--- src/rtl/sram_arbiter.sv ---
// sram_arbiter: round-robin arbiter sharing one pixel SRAM between two requesters.
// Grants are same-cycle, read data returns one cycle later, and out-of-range accesses set a sticky flag.
module sram_arbiter #(
  parameter int A_WIDTH   = 17,
  parameter int D_WIDTH   = 8,
  parameter int MAX_ADDR  = 76799,
  parameter int BURST_MAX = 4
) (
  input  logic               clk,
  input  logic               rst_n,
  input  logic               r0_req_i,
  input  logic               r0_rw_i,
  input  logic [A_WIDTH-1:0] r0_addr_i,
  input  logic [D_WIDTH-1:0] r0_wdata_i,
  output logic               r0_gnt_o,
  output logic               r0_rvalid_o,
  output logic [D_WIDTH-1:0] r0_rdata_o,
  input  logic               r1_req_i,
  input  logic               r1_rw_i,
  input  logic [A_WIDTH-1:0] r1_addr_i,
  input  logic [D_WIDTH-1:0] r1_wdata_i,
  output logic               r1_gnt_o,
  output logic               r1_rvalid_o,
  output logic [D_WIDTH-1:0] r1_rdata_o,
  output logic [A_WIDTH-1:0] m_addr_o,
  output logic [D_WIDTH-1:0] m_di_o,
  input  logic [D_WIDTH-1:0] m_do_i,
  output logic               m_rw_o,
  output logic               m_en_o,
  input  logic               err_clr_i,
  output logic               err_addr_o
);
  localparam int CW = $clog2(BURST_MAX + 1);
  logic          last_q, owner_q, rbad_q, err_q;
  logic [1:0]    rv_q;
  logic [CW-1:0] burst_q, burst_d;
  logic          gnt, sel, keep, rw, bad;
  logic [A_WIDTH-1:0] addr;
  logic [D_WIDTH-1:0] wd;
  // The owner keeps a contested grant only while a live burst is shorter than BURST_MAX.
  always_comb begin
    keep    = (burst_q != '0) && (burst_q < CW'(BURST_MAX));
    sel     = (r0_req_i & r1_req_i) ? (keep ? owner_q : ~last_q) : r1_req_i;
    gnt     = (r0_req_i | r1_req_i) & rst_n;
    addr    = sel ? r1_addr_i : r0_addr_i;
    wd      = sel ? r1_wdata_i : r0_wdata_i;
    rw      = sel ? r1_rw_i : r0_rw_i;
    bad     = addr > A_WIDTH'(MAX_ADDR);
    burst_d = !gnt ? '0 : (sel != owner_q || burst_q == '0) ? CW'(1) :
              (burst_q == CW'(BURST_MAX)) ? burst_q : burst_q + 1'b1;
  end
  assign r0_gnt_o    = gnt & ~sel;
  assign r1_gnt_o    = gnt & sel;
  assign m_addr_o    = gnt ? addr : '0;
  assign m_di_o      = gnt ? wd : '0;
  assign m_rw_o      = gnt & rw;
  assign m_en_o      = gnt & ~bad;
  assign r0_rvalid_o = rv_q[0];
  assign r1_rvalid_o = rv_q[1];
  assign r0_rdata_o  = (rv_q[0] & ~rbad_q) ? m_do_i : '0;
  assign r1_rdata_o  = (rv_q[1] & ~rbad_q) ? m_do_i : '0;
  assign err_addr_o  = err_q;
  always_ff @(posedge clk or negedge rst_n) begin
    if (!rst_n) begin
      last_q  <= 1'b1;
      owner_q <= 1'b0;
      burst_q <= '0;
      rv_q    <= '0;
      rbad_q  <= 1'b0;
      err_q   <= 1'b0;
    end else begin
      last_q  <= gnt ? sel : last_q;
      owner_q <= gnt ? sel : owner_q;
      burst_q <= burst_d;
      rv_q    <= {gnt & sel & ~rw, gnt & ~sel & ~rw};
      rbad_q  <= bad;
      err_q   <= (gnt & bad) | (err_q & ~err_clr_i);
    end
  end
endmodule

--- config.mk ---
export PLATFORM = sky130hd
export DESIGN_NAME = sram_arbiter
export DESIGN_NICKNAME = d
export VERILOG_FILES = /design/src/rtl/sram_arbiter.sv
export SDC_FILE = /design/constraint.sdc
export NUM_CORES = 1
export LEC_CHECK = 0
export BUFFER_PORTS_ARGS = -buffer_cell sky130_fd_sc_hd__buf_4
export CORE_UTILIZATION = 37
export CTS_CLUSTER_DIAMETER = 50
export DETAILED_ROUTE_END_ITERATION = 6
export GPL_ROUTABILITY_DRIVEN = 0
export PLACE_DENSITY = 0.9
export SLEW_MARGIN = 30
export SYNTH_ARGS = -nofsm -noshare
export SYNTH_HDL_FRONTEND = slang
export SYNTH_SLANG_ARGS = --single-unit
--- constraint.sdc ---
create_clock -name clk -period 3.6 [get_ports clk]
set_clock_uncertainty 0.05 [all_clocks]
set_input_delay 0.36 -clock clk [delete_from_list [all_inputs] [get_ports clk]]
set_output_delay 0.36 -clock clk [all_outputs]
set_load 0.005 [all_outputs]
==> run_results.csv <==
group,metric,value,unit
detailed_routing,drt_wl_total,3370,um
power_and_ir_drop,cellPowerDensity,219,nW/um2
power_and_ir_drop,p_int,275,uW
timing,timing.fmax,331,MHz
finish,multiInputGateArea,716,um2
finish,areaGrowthSynthToFinish,84.3,%
global_routing,grt_pass1_wl,4730,um
timing,max_slew_margin,47.3,%
setup_path,cp-start-kind,"flop",
clock_tree,clock_path_buffers,2,
floorplan,start_util,40.1,%
detailed_routing,routed-via-count,1411,
setup_path,crit_chain,"inv_1, ha_1, or4b_4, nand3_1, mux2i_1, nor2_1, buf_4",
timing,finalSetupViolations,0,
placement,dpl.hpwl,2740,um
setup_path,rr_worst_depth,6,
setup_path,criticalPathCategory,"reg -> out",
power_and_ir_drop,p_total,411,uW
global_routing,track_usage,21.8,%
setup_path,critPathSlowestCell,"nand3_1",
clock_tree,post_cts_buffers,0,
clock_tree,cts_root_buffer,"clkbuf_4",
timing,period_minus_slack,3.02,ns
global_routing,first_global_vias,1130,
setup_path,r2r_start,"burst_q[0]$_DFFE_PN0P_",
clock_tree,cts_sinks,9,
logic_synthesis,avgSynthCellArea,7.13,um2
clock_tree,clock_latency,0.26,ns
logic_synthesis,async_flop_share,100,%
timing,rsz0062_at_grt,"no",
finish,final_nets,320,
floorplan,die_height,54.5,um
setup_path,crit_required,3.19,ns
detailed_routing,via_per_inst,5.00,
timing,fin_tns_setup,0,ns
power_and_ir_drop,max-vdd-ir-drop,0.152,mV
logic_synthesis,ys_seq_area_share,22.2,%
detailed_routing,drc,0,
floorplan,dieArea,2970,um2
finish,fillers,215,
timing,min_period_over_period,84.0,%
power_and_ir_drop,clock_power_share,19.4,%
clock_tree,clk_pin_slew,0.06,ns
global_routing,grt_max_degree,30,
setup_path,crit_path_start,"burst_q[0]$_DFFE_PN0P_",
detailed_routing,drt-pass1-iter-count,4,
setup_path,cp_top_family,"simple AND/OR/NAND/NOR gates",
power_and_ir_drop,seqPwrFrac,29.1,%
setup_path,path_buf_inv,2,
logic_synthesis,synthFlopType,"dfrtp_1",
timing,slew_viol_final,0,
finish,n_antenna_cell,0,
logic_synthesis,synthCells,143,
timing,tightest_slew,0.788,ns
setup_path,endpoint,"m_en_o",
logic_synthesis,ys_ff_latch,9,
job,maxCapViolCount,0,
logic_synthesis,ys_types,31,
setup_path,rrSetupSlack,1.27,ns
power_and_ir_drop,p_switching,136,uW
timing,finalHoldViolCount,0,
setup_path,crit_path_end_kind,"output pin",
logic_synthesis,syn-cell-area,1020,um2
floorplan,rows,18,
detailed_routing,ant_nets,0,
clock_tree,htreeDepth,1,
power_and_ir_drop,netSwitchingFraction,33.0,%
power_and_ir_drop,p_comb_share,51.6,%
detailed_routing,drt_iter0_drc,23,
setup_path,worst_r2r_endpoint,"err_addr_o$_DFF_PN0_",
floorplan,die_w,54.5,um
finish,drive_above_1_share,48.8,%
finish,final_cell_mix,"113 x buf_4, 40 x nand2_1, 18 x a21oi_1, 16 x and2_1, 8 x dfrtp_1",
finish,seq_area,226,um2
placement,io_buffers,112,
logic_synthesis,ys_warn_count,0,
status,outcome,"finished, final reports clean",
logic_synthesis,synth.net_count,210,
detailed_routing,wire_per_inst,11.9,um
setup_path,worstPathArrival,2.61,ns
logic_synthesis,synth-edff-count,0,
hold_path,hp-class,"in -> reg",
setup_path,worst-path-stages,7,
setup_path,cp_max_fo,20,
global_routing,overflow,0,
clock_tree,cts_buffers,3,
finish,final_common_cell,"buf_4",
floorplan,core,2540,um2
floorplan,ios,113,
setup_path,critPathMaxStageDelay,0.56,ns
clock_tree,cts_tree,"done",
power_and_ir_drop,power_leakage,0.00103,uW
global_routing,antenna_found_initial,0,
## state kept, by name (all words and copies together) (netlist names)
register,flops
rv_q,2
last_q,1
rbad_q,1
err_addr_o,1
owner_q,1
burst_q,3
## worst min path at each step
stage                     startpoint                      to  slack [ns]  cells past startpoint
after floorplan                rst_n  burst_q[0]$_DFFE_PN0P_        0.01                      0
after global placement         rst_n     owner_q$_DFFE_PN0P_        0.19                      1
after detailed placement       rst_n     owner_q$_DFFE_PN0P_        0.19                      1
after CTS                    r1_rw_i       rv_q[1]$_DFF_PN0_        0.20                      2
after global routing         r1_rw_i       rv_q[1]$_DFF_PN0_        0.19                      2
final                        r1_rw_i       rv_q[1]$_DFF_PN0_        0.20                      2
## layer usage
metal  vias up  GRT usage, %  wire length, um  share of wire (%)
met3         5          2.50              325                9.6
met4         0          11.1               46                1.4
met2        78          37.4             1750                 52
met1       612          26.6             1250                 37
met5         -             0                0                  0
li1        716             -                -                  -
## per-stage QoR
step                hold slack [ns]  cells  worst slack [ns]  util (%)  cell area [um2]
finish                        0.201    282             0.577      73.8             1880
global route                  0.188    282             0.368      73.8             1880
CTS                           0.202    282             0.580      73.8             1880
detailed placement            0.189    277             0.866      72.4             1840
global placement              0.188    277             0.940      72.4             1840
floorplan                    0.0144    143              1.37         -             1020
## what timing repair did
| item | in CTS | in global routing |
|---|---|---|
| endpoints found under the hold margin | 8 | 0 |
| resized for setup | 0 | 0 |
| hold buffers | 1 | 0 |
| setup endpoints to repair | 0 | 0 |
## final cells by class
type                            count  share of cell area, %
Clock buffer                        4                   1.40
Inverter                            4                  0.799
Multi-Input combinational cell    121                   38.1
Sequential cell                     9                   12.1
Tap cell                           30                   2.00
Timing Repair Buffer              114                   45.7
## power groups by stage
stage	Combinational, uW	Clock, uW	Sequential (uW)
2_1_floorplan	102	0	118
3_3_place_gp	209	0	120
3_5_place_dp	212	0	121
4_1_cts	214	81.2	119
5_1_grt	234	90.9	120
6_report	212	79.6	119
## synthesized netlist by cell type, types with 2 or more instances
library cell | number | share of area, %
and3_1 | 2 | 1.2
nand3_1 | 4 | 2.0
mux2i_1 | 2 | 2.0
nor2_1 | 4 | 1.5
inv_1 | 4 | 1.5
a21oi_1 | 18 | 8.8
o21ai_0 | 4 | 2.0
and2_1 | 16 | 9.8
buf_2 | 2 | 0.98
ha_1 | 2 | 2.5
nor2b_1 | 4 | 2.5
buf_6 | 4 | 4.4
a32o_1 | 7 | 6.9
dfrtp_1 | 8 | 20
nand2_1 | 40 | 15
nor3_1 | 2 | 0.98
clkbuf_1 | 3 | 1.1
a211o_1 | 2 | 1.7
xnor2_1 | 3 | 2.6
## kinds of logic (layout without fill, tap and decap cells)
group / Yosys count / after routing / synth area share (%)
AO/OA/AOI/OAI: 38 / 38 / 24.8
XOR/XNOR: 3 / 3 / 2.58
adder cells (fa/ha/maj): 2 / 2 / 2.45
buffers and inverters: 13 / 122 / 7.97
flip-flops: 9 / 9 / 22.2
multiplexers: 2 / 2 / 1.96
AND/OR/NAND/NOR: 76 / 76 / 38.0
Power figures use the tool's default switching activity.
